<file path="config.mk">
export PLATFORM = sky130hd
export DESIGN_NAME = blk_sched
export DESIGN_NICKNAME = d
export VERILOG_FILES = /design/src/rtl/blk_sched.sv
export SDC_FILE = /design/constraint.sdc
export NUM_CORES = 1
export LEC_CHECK = 0
export CAP_MARGIN = 15
export CORE_UTILIZATION = 61
export CTS_CLUSTER_SIZE = 10
export DETAILED_ROUTE_END_ITERATION = 8
export DONT_BUFFER_PORTS = 1
export PLACE_DENSITY = 0.77
export SLEW_MARGIN = 30
export SYNTH_ARGS = -nofsm -noshare
export SYNTH_HDL_FRONTEND = slang
export SYNTH_SLANG_ARGS = --single-unit
export TNS_END_PERCENT = 5
</file>
<file path="constraint.sdc">
create_clock -name clk_i -period 2.45 [get_ports clk_i]
set_clock_uncertainty 0.1 [all_clocks]
set_input_delay 0.245 -clock clk_i [delete_from_list [all_inputs] [get_ports clk_i]]
set_output_delay 0.245 -clock clk_i [all_outputs]
set_load 0.005 [all_outputs]
</file>
<file path="src/rtl/blk_sched.sv">
// blk_sched: block-grid sequencer feeding the block luminance buffer.
// Define BLK_SCHED_ERR_EN to enable line-length checking on err_o.
`timescale 1ns/1ps
module blk_sched #(
    parameter int HBLKS = 10,
    parameter int VBLKS = 10,
    parameter int BLK_W = 30,
    parameter int BLK_H = 30
) (
    input  logic                     clk_i,
    input  logic                     rst_ni,
    input  logic                     vs_i,
    input  logic                     de_i,
    input  logic [23:0]              wd_i,
    output logic                     de_o,
    output logic [23:0]              wd_o,
    output logic [$clog2(HBLKS)-1:0] ht_o,
    output logic [$clog2(VBLKS)-1:0] vt_o,
    output logic                     h_save_o,
    output logic                     v_save_o,
    output logic                     frame_done_o,
    output logic                     err_o
);

    localparam int HT_W = $clog2(HBLKS);
    localparam int VT_W = $clog2(VBLKS);
    localparam int PX_W = $clog2(BLK_W);
    localparam int LN_W = (BLK_H > 1) ? $clog2(BLK_H) : 1;

`ifdef BLK_SCHED_ERR_EN
    localparam bit ERR_EN = 1'b1;
`else
    localparam bit ERR_EN = 1'b0;
`endif

    typedef enum logic [2:0] {
        WAIT_VS,
        WAIT_DE,
        LINE,
        GAP,
        DONE
    } state_t;

    state_t          state;
    logic [PX_W-1:0] px;
    logic [HT_W-1:0] ht;
    logic [LN_W-1:0] ln;
    logic [VT_W-1:0] vt;

    logic px_last;
    logic ht_last;
    logic ln_last;
    logic vt_last;
    logic at_origin;
    logic overrun;
    logic underrun;
    logic px_go;
    logic err_hit;
    logic line_end;

    always_comb begin
        px_last   = (px == PX_W'(BLK_W - 1));
        ht_last   = (ht == HT_W'(HBLKS - 1));
        ln_last   = (ln == LN_W'(BLK_H - 1));
        vt_last   = (vt == VT_W'(VBLKS - 1));
        at_origin = (px == '0) && (ht == '0);
        // Back at the origin while still in LINE means a full line has passed.
        overrun   = ERR_EN && (state == LINE) && de_i && at_origin;
        underrun  = ERR_EN && (state == LINE) && !de_i && !at_origin;
        px_go     = !vs_i && de_i && !overrun &&
                    ((state == WAIT_DE) || (state == GAP) ||
                     (state == LINE));
        err_hit   = !vs_i && (overrun || underrun);
        line_end  = !vs_i && (state == LINE) && !de_i && !underrun;
    end

    always_ff @(posedge clk_i or negedge rst_ni) begin
        if (!rst_ni) begin
            state        <= WAIT_VS;
            px           <= '0;
            ht           <= '0;
            ln           <= '0;
            vt           <= '0;
            de_o         <= 1'b0;
            wd_o         <= '0;
            ht_o         <= '0;
            vt_o         <= '0;
            h_save_o     <= 1'b0;
            v_save_o     <= 1'b0;
            frame_done_o <= 1'b0;
            err_o        <= 1'b0;
        end else begin
            wd_o         <= wd_i;
            de_o         <= 1'b0;
            h_save_o     <= 1'b0;
            v_save_o     <= 1'b0;
            frame_done_o <= 1'b0;
            unique case (1'b1)
                vs_i: begin
                    state <= WAIT_DE;
                    px    <= '0;
                    ht    <= '0;
                    ln    <= '0;
                    vt    <= '0;
                    err_o <= 1'b0;
                end
                px_go: begin
                    state    <= LINE;
                    de_o     <= 1'b1;
                    h_save_o <= px_last;
                    ht_o     <= ht;
                    vt_o     <= vt;
                    px       <= px_last ? '0 : px + 1'b1;
                    if (px_last)
                        ht <= ht_last ? '0 : ht + 1'b1;
                end
                err_hit: begin
                    state <= DONE;
                    err_o <= 1'b1;
                end
                line_end: begin
                    ln <= ln_last ? '0 : ln + 1'b1;
                    if (ln_last) begin
                        v_save_o <= 1'b1;
                        vt       <= vt_last ? '0 : vt + 1'b1;
                    end
                    frame_done_o <= ln_last && vt_last;
                    state        <= (ln_last && vt_last) ? DONE : GAP;
                end
                default: ;
            endcase
        end
    end

endmodule

</file>
==> flow_results.org, run 1 <==
** Yosys
- During synthesis, Yosys emitted a total of 0 warnings.
- The synthesized netlist occupies a cell area of ~2200 um^2.
- Post-Synthesis Net Count :: 214
- Most used flip-flop cell after synthesis :: sky130_fd_sc_hd__dfrtp_1
- Sequential elements use 64.6% of the synthesized area.
- Mean instance size in the synthesized netlist :: roughly 12 um^2
- Library cells used by synthesis :: 36
- After synthesis, the share of flip-flops with an asynchronous set or reset is 100%.
- Synthesis handed over a netlist of ~180 instances.
- Of all cell types, the one taking the most synthesized area is sky130_fd_sc_hd__dfrtp_1.
- Number of register bits inferred by synthesis :: 57
- In this run the biggest area consumer among cell types represents 64.6% of the synthesized area.
- After synthesis, the cell types taking the most area are sky130_fd_sc_hd__dfrtp_1, sky130_fd_sc_hd__ha_1, sky130_fd_sc_hd__mux2_2.
- In this run, synthesis inferred 0 flip-flops with an integrated enable.

** Run
- Max-cap violations in this run came to 0.

** Layout
- Final layout net count :: 247
- Final instance count without filler cells :: 260
- Most frequent cells in the layout :: sky130_fd_sc_hd__dfrtp_1, sky130_fd_sc_hd__dlygate4sd3_1, sky130_fd_sc_hd__a21oi_1, sky130_fd_sc_hd__nor2_1
- Cells with a size suffix above 1 make up 12.6% of the layout.
- From synthesis to final layout, the design area changed by 20.6%.
- The library cell used most frequently in the layout, excluding fill and tap cells, is sky130_fd_sc_hd__dfrtp_1.
- Antenna diode count :: 0
- Final Cell Area :: 2660 um^2

** Routing
- DRC violations left :: 0
- Number of iterations in the first detailed-routing pass :: 4
- Antenna viol nets, final :: 0
- Dividing the detail-routed wire length by the instance count gives 18.4 um.
- Detailed-route vias per instance :: 5.90
- Total detailed-routing wirelength :: 4780 um
- The detailed router finished its first iteration with 114 violations.
- Via count of the routed design :: ~1500

** Clocking
- Number of buffers created by CTS :: 9
- Clock tree synthesis selected as its root buffer the cell sky130_fd_sc_hd__clkbuf_4.
- CTS saw 57 sinks.
- Clock Latency Late Sink :: 0.37 ns
- After clock tree synthesis, the clock-pin slew on the worst setup and hold paths is around 0.1 ns.
- TritonCTS built the clock tree.
- The clock passes through at most 2 buffers.
- Total number of H-tree levels :: 3
- Setup Fix Bufs, Post-CTS :: 0

** Placement
- Counting tap cells, the placed design contains a total of 218 instances.
- The HPWL after detailed placement is 2590 um.
- At the end of routability-driven placement, the weighted congestion stood at 0.745.
- The count of buffers added on input and output ports is 0.
- Placed instance area :: around 2200 um^2

** Timing
- Period minus WS final :: 2.01 ns
- The number of pins exceeding their max-slew limit in the final report was 0.
- The worst pin sits at a relative slew slack of between 40% and 50%.
- Final-layout worst hold slack :: 0.0394 ns
- The final critical path takes up approximately four fifths of the cycle.
- Setup_tns :: 0 ns
- Total count of hold-check failures in the final report :: 0
- At the pin with the least slew margin, the transition time is 0.829 ns.
- Highest Clock Rate :: ~500 MHz
- Final setup violation count :: 0
- Unrepaired setup endpoints after global routing :: false

** Die
- Chip width :: about 62 um
- Core ar. :: 3420 um^2
- Initial standard-cell utilization of the core :: between 60% and 70%
- DIE AREA :: 3870 um^2
- Count of boundary I/O pins :: 65
- In this run the core area contains 21 standard-cell rows.
- From bottom edge to top edge, the die measures 62.2 um.

** GRT
- Initial antenna violation count :: 0
- GR met2 Demand/Resource :: 40.8%
- Met1 Use GR :: around 36%
- The number of global-route vias before repair was between 1500 and 2000.
- The first global-routing pass estimated 7890 um of wire.
- The layer flagged by global routing as most heavily used is met2.
- Largest net degree at the start of global routing :: 58
- For this run, global-route usage on met3 was measured as 9.93%.
- Global routing finished with a remaining overflow of 0.
- For this run, the total global-route usage over all layers was measured as ~27%.

** Worst setup path
- At the worst endpoint, the arrival time is between 2 and 2.5 ns.
- Along the worst path, the maximum fanout reaches 14.
- Required time at the worst-slack endpoint :: 2.64 ns
- The worst setup path is captured at a flop.
- Type of element launching the critical path :: flop
- Critical path class :: flop to flop

** Power
- The worst-case IR drop observed on VDD is 0.000684 V.
- Leakage power :: 0.00124 uW
- Dividing total power by cell area gives a power density of 657 nW/um^2.

** Min path
- Class of the tightest hold or removal check :: input pin to flop

** Status
- The run finished with clean final reports.
-- power by group --
| part | internal (uW) | switching, uW | total (uW) |
|---|---|---|---|
| registers | 968 | 23.4 | 992 |
| clock network | 324 | 331 | 655 |
| logic | 50.1 | 53.5 | 104 |
| total | 1340 | 408 | 1750 |
-- layout make-up --
| cell class | instances | area, um^2 |
|---|---|---|
| Tap cell | 46 | 57.6 |
| Multi-Input combinational cell | 107 | 726 |
| Fill cell | 187 | 752 |
| Inverter | 8 | 30.0 |
| Sequential cell | 57 | 1430 |
| Timing Repair Buffer | 28 | 298 |
| Clock buffer | 10 | 81.3 |
| Clock inverter | 4 | 45.0 |
-- registers in the layout, summed over array words and instances (netlist names) --
name and count:
h_save_o 1, de_o 1, frame_done_o 1, wd_o 24, px 5, state 3
ht_o 4, ln 5, vt_o 4, ht 4, v_save_o 1, vt 4
-- final timing paths --
| kind | end | slack [ns] | depth (start not counted) | from |
|---|---|---|---|---|
| setup / recovery | ht[3] | 0.44 | 4 | state[2] |
| hold / removal | vt[2] | 0.04 | 2 | vs_i |
| setup reg to reg | ht[3] | 0.44 | 4 | state[2] |
| hold reg to reg | vt_o[0] | 0.45 | 1 | vt_o[0] |
| max in group asynchronous | wd_o[12] | 1.72 | 2 | rst_ni |
| min in group asynchronous | ln[3] | 0.29 | 2 | rst_ni |
-- what timing repair did --
| item | in CTS | in global routing |
|---|---|---|
| hold endpoints to repair | 101 | 0 |
| hold buffers | 28 | 0 |
| resized for setup | 0 | 0 |
-- cells in the mapped netlist, drive strengths merged, types with 3 or more instances --
cell and instances:
or4 3, ha 8, clkbuf 4, o31ai 3, nand3 8, o21ai 5, or3 6, nor3 4
dfrtp 57, nand2 9, inv 8, nor2 12, a31o 3, mux2 8, a21oi 17
-- routing by layer --
layer  up-vias  wire length (um)
li1        689                 -
met1       747              1970
met2        86              2280
met3        12               428
met4         0               108
met5         -                 0
-- logic make-up (layout without fill, tap and decap cells) --
family,Yosys count,after routing,share of synthesized area [%]
fa+ha+maj,8,8,4.53
mux,9,9,4.53
buf+inv,14,50,2.60
flops,57,57,64.6
compound gates,35,35,9.91
other cells,1,1,0.170
simple gates,54,54,13.7
-- per-stage QoR --
| stage | total power, uW | util (%) | worst slack [ns] |
|---|---|---|---|
| 2_1_floorplan | 1040 | - | 0.694 |
| 3_3_place_gp | 1050 | 65.6 | 0.692 |
| 3_5_place_dp | 1050 | 65.6 | 0.589 |
| 4_1_cts | 1740 | 78.0 | 0.516 |
| 5_1_grt | 1820 | 78.0 | 0.341 |
| 6_report | 1750 | 78.0 | 0.445 |
-- critical path, cell delays in order, from the launching register on --
cell                      delay [ns]
sky130_fd_sc_hd__dfrtp_1        0.44
sky130_fd_sc_hd__nor2b_1        0.22
sky130_fd_sc_hd__o21ai_1        0.33
sky130_fd_sc_hd__or4_1          0.63
sky130_fd_sc_hd__a21oi_1        0.20
No activity file was read; power rests on OpenSTA's default activity.
==> inputs of run 2 (changes only) <==
==> constraint.sdc (replaced) <==
create_clock -name clk_i -period 2 [get_ports clk_i]
set_clock_uncertainty 0.1 [all_clocks]
set_input_delay 0.2 -clock clk_i [delete_from_list [all_inputs] [get_ports clk_i]]
set_output_delay 0.2 -clock clk_i [all_outputs]
set_load 0.005 [all_outputs]
==> flow_results.org, run 2 (synthesized netlist as in run 1, its figures left out) <==
** Status
- Result of the run :: complete, but fails checks (was finished clean)
- The final reports fail on hold timing.

** GRT
- The overall global routing resource usage is 28.8% (was 27.5%).
- The initial antenna violation count was 0 (unchanged).
- Number of global-route vias before repair :: 1675 (was 1597)
- GRT overflow :: 0 (unchanged)
- The global-route wire length before repair was 8230 um (was 7890 um).
- The largest net degree at the start of global routing came to 58 (unchanged).

** Worst setup path
- The startpoint of the worst-slack reg-to-reg timing path is ln[0] (was state[2]).
- The startpoint type of the worst setup path was a flop (unchanged).
- The arrival time reported for the critical path endpoint is 2.07 ns (was 2.19 ns).
- Endpoint of the most critical register-to-register path :: v_save_o (was ht[3])
- Critical-path maximum fanout :: 7 (was 14)
- Slowest stage delay, CP :: 0.55 ns (was 0.63 ns)
- The path depth of the worst reg2reg path came to 5 (was 4).
- The kind of end point of the critical path is a flop (unchanged).
- The setup slack of the worst register-to-register path is 0.11 ns (was 0.44 ns).
- The worst-path cell with the longest stage delay was sky130_fd_sc_hd__dlygate4sd3_1 (was sky130_fd_sc_hd__or4_1).
- Cell chain of the critical path :: ha_1 > and4_1 > nand2_1 > nor2_1 > dlygate4sd3_1 (was nor2b_1 > o21ai_1 > or4_1 > a21oi_1)
- The kind of critical path is flop to flop (unchanged).
- The critical path data required time is 2.17 ns (was 2.64 ns).

** Routing
- Routed WL per cell :: 18.9 um (was 18.4 um)
- Antenna viol nets, final :: 0 (unchanged)
- Via count of the routed design :: 1586 (was 1534)
- The remaining routing DRC violations was 0 (unchanged).
- Detailed Route Iter0 Violations :: 68 (was 114)
- Detailed-route vias per instance :: 5.92 (was 5.90)
- The total iterations of the first detailed-routing run was 7 (was 4).
- The detailed-route wire length came to 5070 um (was 4780 um).

** Layout
- Fill cells :: 192 (was 187)
- Number of flip-flops in the largest register :: 24 (unchanged)
- Largest register by flop count :: wd_o (unchanged)
- The most common cell after layout, fill and taps aside was sky130_fd_sc_hd__dfrtp_1 (unchanged).
- Largest registers: wd_o (24), ln (5), px (5) (unchanged).
- Area added between synthesis and finish :: 23.7% (was 20.6%)
- The ratio of cells with drive above 1 in the final layout was 15.8% (was 12.6%).
- The antenna diode instance count is 0 (unchanged).
- Most frequent cells in the layout: sky130_fd_sc_hd__dfrtp_1, sky130_fd_sc_hd__dlygate4sd3_1, sky130_fd_sc_hd__a21oi_1, sky130_fd_sc_hd__nor2_1 (unchanged).
- Final layout net count :: 253 (was 247)

** Clocking
- Clock Latency Late Sink :: 0.39 ns (was 0.37 ns)
- The total clock buffers created by CTS was 9 (unchanged).
- # hold bufs at CTS :: 29 (was 28)
- CTS clock-pin slew for the worst setup and hold paths :: 0.11 ns (was 0.10 ns)
- The CTS tree is done (unchanged).
- The CTS H-tree depth came to 3 (unchanged).
- The cell chosen for the clock root was sky130_fd_sc_hd__clkbuf_4 (unchanged).
- Maximum clock path buffer count :: 2 (unchanged)
- The number of clock sinks seen by CTS is 57 (unchanged).

** Min path
- Class of the tightest hold or removal check :: input pin to flop (unchanged)
- Hold EP :: px[4] (was vt[2])
- The worst hold path depth came to 1 (was 2).
- Worst hold path startpoint :: vs_i (unchanged)

** Timing
- Period minus WS final :: 1.89 ns (was 2.01 ns)
- Final setup violation count :: 0 (unchanged)
- The transition time at the pin with the least slew margin was 0.660 ns (was 0.829 ns).
- The relative slew slack came to 55.7% (was 44.3%).
- Total count of hold-check failures in the final report :: 21 (was 0)
- Highest Clock Rate :: 529 MHz (was 499 MHz)
- The final-layout worst hold slack is -0.242 ns (was 0.0394 ns).
- Final worst path period share :: 94.6% (was 81.8%)
- Final number of max-transition violations :: 0 (unchanged)
- Unrepaired setup endpoints after global routing: false (unchanged).
- Setup_tns :: 0 ns (unchanged)

** Die
- The initial standard-cell utilization of the core was 64.7% (unchanged).
- Core ar. :: 3420 um^2 (unchanged)
- The area of the die came to 3870 um^2 (unchanged).
- The horizontal die dimension is 62.2 um (unchanged).
- The die outline height came to 62.2 um (unchanged).
- Placement row count :: 21 (unchanged)
- Count of boundary I/O pins :: 65 (unchanged)

** Run
- Max-cap check violation count :: 0 (unchanged)

** Power
- Ratio of total power to cell area :: 819 nW/um^2 (was 657 nW/um^2)
- The leakage dissipation is 0.00127 uW (was 0.00124 uW).
- Peak supply drop :: 0.000710 V (was 0.000684 V)
- Design Power :: 2240 uW (was 1750 uW)

** Placement
- I/O Buffers :: 0 (unchanged)
- Weighted congestion at the end of routability-driven global placement :: 0.776 (was 0.745)
- The HPWL reported at the end of detailed placement was 2620 um (was 2590 um).
run 2: changes by cell type in the layout (fill, tap and decap cells not counted):
cell                         before  now
sky130_fd_sc_hd__dfrtp_1         57   56
sky130_fd_sc_hd__clkbuf_8         1    2
sky130_fd_sc_hd__buf_4            0    6
sky130_fd_sc_hd__clkinv_4         0    1
sky130_fd_sc_hd__clkbuf_1         0    1
sky130_fd_sc_hd__dfrtp_2          0    1
sky130_fd_sc_hd__clkinvlp_4       0    1
sky130_fd_sc_hd__clkinv_2         3    1
run 2: repair_timing:
action,in CTS,in global routing
endpoints found under the setup margin,0,1
endpoints found under the hold margin,104,21
setup buffers,0,2
gates resized for setup,0,1
run 2: metrics by stage:
stage | worst slack [ns] | cell area, um^2 | util, % | cells
detailed placement | 0.189 | 2270 | 66.4 | 222
global route | 0.00680 | 2730 | 80.0 | 268
global placement | 0.240 | 2270 | 66.4 | 222
finish | 0.109 | 2730 | 80.0 | 268
CTS | 0.0651 | 2730 | 79.9 | 267
floorplan | 0.244 | 2210 | - | 178
run 2: worst max-delay path, delay by kind of cell (launching register included):
kind,cells,cell delay [ns]
adder cells (fa/ha/maj),1,0.23
buffers and inverters,1,0.55
flip-flops,1,0.43
AND/OR/NAND/NOR,3,0.47
run 2: routing by layer:
| metal | share of wire, % | vias to the layer above | track usage [%] |
|---|---|---|---|
| met4 | 2.4 | 0 | 14.0 |
| met2 | 50 | 73 | 46.8 |
| met1 | 39 | 792 | 33.2 |
| met5 | 0 | - | 0 |
| li1 | - | 710 | - |
| met3 | 8.4 | 11 | 11.6 |
run 2: final cells by class:
type                            count  area, um^2  area share (%)
Sequential cell                    57        1430            52.2
Multi-Input combinational cell    107         726            26.5
Timing Repair Buffer               34         343            12.5
Clock buffer                       12        98.8            3.62
Tap cell                           46        57.6            2.11
Clock inverter                      4        51.3            1.88
Inverter                            8        30.0            1.10
run 2: worst max-delay path by stage:
stage	start	to	slack, ns	depth (start not counted)
6_report	ln[0]	v_save_o	0.11	5
3_5_place_dp	state[0]	ln[3]	0.19	3
4_1_cts	px[0]	px[2]	0.07	5
2_1_floorplan	ln[1]	vt[1]	0.24	7
5_1_grt	state[2]	ht[1]	0.007	4
3_3_place_gp	state[0]	ln[3]	0.24	3
run 2: power breakdown:
group	switching, uW	internal [uW]
combinational	63.9	67.4
sequential	27.6	1190
clock	443	450
total	534	1700
==> inputs of run 3 (changes only) <==
--- a/config.mk
+++ b/config.mk
@@ -6,11 +6,10 @@
 export NUM_CORES = 1
 export LEC_CHECK = 0
 export CAP_MARGIN = 15
-export CORE_UTILIZATION = 61
+export CORE_UTILIZATION = 46
 export CTS_CLUSTER_SIZE = 10
 export DETAILED_ROUTE_END_ITERATION = 8
-export DONT_BUFFER_PORTS = 1
-export PLACE_DENSITY = 0.77
+export PLACE_DENSITY = 0.78
 export SLEW_MARGIN = 30
 export SYNTH_ARGS = -nofsm -noshare
 export SYNTH_HDL_FRONTEND = slang
==> flow_results.org, run 3 (synthesized netlist as in run 1, its figures left out) <==
** Layout
- Fill cells :: 331 (was 192)
- The most common cell after layout, fill and taps aside is sky130_fd_sc_hd__clkdlybuf4s50_1 (was sky130_fd_sc_hd__dfrtp_1).
- Area added between synthesis and finish :: 43.3% (was 23.7%)
- Largest registers :: wd_o (24), ln (5), px (5) (unchanged)
- Flip-flop and latch area :: 1430 um^2 (about the same)
- Most frequent cells in the layout: sky130_fd_sc_hd__clkdlybuf4s50_1, sky130_fd_sc_hd__dfrtp_1, sky130_fd_sc_hd__a21oi_1, sky130_fd_sc_hd__nor2_1, sky130_fd_sc_hd__clkbuf_8 (was sky130_fd_sc_hd__dfrtp_1, sky130_fd_sc_hd__dlygate4sd3_1, sky130_fd_sc_hd__a21oi_1, sky130_fd_sc_hd__nor2_1).
- The antenna diode instance count is 0 (unchanged).
- Largest register by flop count :: wd_o (unchanged)
- The area used by multi-input combinational logic was 726 um^2 (unchanged).
- Share of post-route cells with drive strength above 1 :: 13.1% (was 15.8%)
- Number of flip-flops in the largest register :: 24 (unchanged)
- Final layout net count :: 291 (was 253)

** GRT
- The number of global-route vias before repair was 1632 (was 1675).
- The largest net degree at the start of global routing was 42 (was 58).
- The initial antenna violation count came to 0 (unchanged).
- The overall global routing resource usage came to 21.5% (was 28.8%).
- The global-route wire length before repair came to 8000 um (was 8230 um).
- GRT overflow :: 0 (unchanged)

** Power
- Power share of the combinational group :: 7.9% (was 5.9%)
- The power density over the cells came to 812 nW/um^2 (was 819 nW/um^2).
- Relative contribution of sequential cells to total power :: 47.0% (was 54.2%)
- The highest ir drop seen on vdd came to 0.000578 V (was 0.000710 V).
- Power share of the clock group :: 45.1% (was 39.9%)
- The leakage dissipation was 0.00143 uW (was 0.00127 uW).
- Net Sw Power :: 533 uW (was 534 uW)
- The internal power came to 2040 uW (was 1700 uW).
- Switching part of the total power :: 20.7% (was 23.9%)

** Timing
- Unrepaired setup endpoints after global routing :: false (unchanged)
- Total count of hold-check failures in the final report :: 0 (was 21)
- The final-layout worst hold slack came to 0.197 ns (was -0.242 ns).
- The number of pins exceeding their max-slew limit in the final report came to 0 (unchanged).
- The peak clock frequency supported by timing was 560 MHz (was 529 MHz).
- The setup slack after layout came to 0.214 ns (was 0.109 ns).
- Final setup violation count :: 0 (unchanged)
- The share of the clock period used by the worst path was 89.3% (was 94.6%).
- The time the final worst path needs with I/O delays and setup came to 1.79 ns (was 1.89 ns).

** Clocking
- # resized after CTS :: 0 (unchanged)
- Total number of H-tree levels :: 3 (unchanged)
- The clock-pin slew reported for the worst setup and hold paths after clock tree synthesis was 0.07 ns (was 0.11 ns).
- The cell chosen for the clock root is sky130_fd_sc_hd__clkbuf_8 (was sky130_fd_sc_hd__clkbuf_4).
- The total clock buffers created by CTS was 9 (unchanged).
- Maximum clock path buffer count :: 2 (unchanged)
- Clock Latency Late Sink :: 0.33 ns (was 0.39 ns)
- The number of clock sinks seen by CTS is 57 (unchanged).
- Clock tree from TritonCTS :: done (unchanged)

** Routing
- The number of DRC violations after detailed-routing iteration 0 came to 73 (was 68).
- Total detailed-routing wirelength :: 4730 um (was 5070 um)
- Antenna viol nets, final :: 0 (unchanged)
- The via count of the routed design came to 1635 (was 1586).
- DRC violations left :: 3 (was 0)
- The routed metal-1 wirelength was 1940 um (was 1990 um).
- Wire length on met2 :: 2490 um (was 2530 um)
- Routed WL per cell :: 15.2 um (was 18.9 um)
- The via density per instance came to 5.26 (was 5.92).
- The top routing layer in use was met4 (unchanged).
- Number of iterations in the first detailed-routing pass :: 6 (was 7)
- Total length of routed met3 wires :: 177 um (was 427 um)

** Die
- The number of placed I/O pins is 65 (unchanged).
- The row count is 24 (was 21).
- DIE AREA :: 5080 um^2 (was 3870 um^2)
- The horizontal die dimension is 71.3 um (was 62.2 um).
- Chip Height :: 71.3 um (was 62.2 um)
- The area of the core was 4470 um^2 (was 3420 um^2).
- The initial standard-cell utilization of the core came to 49.4% (was 64.7%).

** Worst setup path
- The startpoint type of the worst setup path is a flop (unchanged).
- The startpoint of the worst-slack reg-to-reg timing path was px[1] (was ln[0]).
- The setup slack of the worst register-to-register path was 0.21 ns (was 0.11 ns).
- The critical path data required time was 2.16 ns (was 2.17 ns).
- The kind of end point of the critical path was a flop (unchanged).
- Worst Path Arrival :: 1.95 ns (was 2.07 ns)
- Setup crit start :: px[1] (was ln[0])
- The end of the critical path was ht[3] (was v_save_o).
- Critical-path maximum fanout :: 8 (was 7)
- The kind of critical path is flop to flop (unchanged).
- The path depth of the worst reg2reg path is 5 (unchanged).
- Endpoint of the most critical register-to-register path :: ht[3] (was v_save_o)

** Min path
- The type of the most critical hold path is input pin to flop (unchanged).

** Status
- Violations in the final reports :: DRC (was hold timing)
- Result of the run: complete, but fails checks (unchanged).

** Placement
- The HPWL reported at the end of detailed placement is 3270 um (was 2620 um).
- The count of input and output buffers is 63 (was 0).
- The minimum setup slack after placement came to -0.00347 ns (was 0.189 ns).
- The final weighted congestion in routability-driven placement was 0.788 (was 0.776).

** Run
- The number of maximum-capacitance constraint violations is 0 (unchanged).
-- run 3: cell count changes in the layout (fill, tap and decap cells not counted), sizes merged --
cell           delta
clkdlybuf4s50    +62
dlygate4sd3      -26
buf               +2
bufinv            +1
clkinv            -1
clkinvlp          -1
-- run 3: layout make-up --
type	instances	area share [%]
tap	52	2.06
timing repair buffer	72	22.4
inverter	8	0.949
sequential	57	45.1
clock buffer	12	4.58
multi-input combinational	107	22.9
clock inverter	3	2.06
-- run 3: through the flow --
stage	TNS, ns	util, %	total power, uW	cells	cell area (um^2)
6_report	0	70.7	2570	311	3170
4_1_cts	0	70.7	2590	311	3170
3_3_place_gp	0	65.8	1430	295	2950
3_5_place_dp	-0.00347	65.8	1430	295	2950
2_1_floorplan	0	-	1280	178	2210
5_1_grt	0	70.7	2670	311	3170
-- run 3: worst min-delay path by stage --
stage	cells past startpoint	end	slack, ns	startpoint
floorplan	0	de_o	-0.20	rst_ni
global placement	1	wd_o[21]	0.05	rst_ni
detailed placement	1	wd_o[21]	0.05	rst_ni
CTS	1	wd_o[7]	0.19	wd_i[7]
global route	1	wd_o[6]	0.19	wd_i[6]
finish	1	wd_o[7]	0.20	wd_i[7]
-- run 3: power by group through the flow --
stage	logic, uW	registers [uW]	clock network (uW)
2_1_floorplan	47.3	1230	0
3_3_place_gp	200	1230	0
3_5_place_dp	203	1230	0
4_1_cts	205	1210	1170
5_1_grt	220	1210	1240
6_report	203	1210	1160
-- run 3: layer usage --
layer	GRT usage [%]	vias up
met3	6.33	15
met5	0	-
met1	25.8	798
li1	-	783
met2	35.3	39
met4	10.9	0
-- run 3: worst max-delay path: stages, from the launching register on --
cell	delay, ns
sky130_fd_sc_hd__dfrtp_1	0.40
sky130_fd_sc_hd__inv_1	0.06
sky130_fd_sc_hd__ha_1	0.17
sky130_fd_sc_hd__nand4_1	0.27
sky130_fd_sc_hd__or4_1	0.55
sky130_fd_sc_hd__a21oi_1	0.15
-- run 3: what timing repair did --
item                                    CTS  global route
hold endpoints to repair                 16             0
setup buffers                             0             0
endpoints found under the setup margin    0             0
hold buffers                              1             0
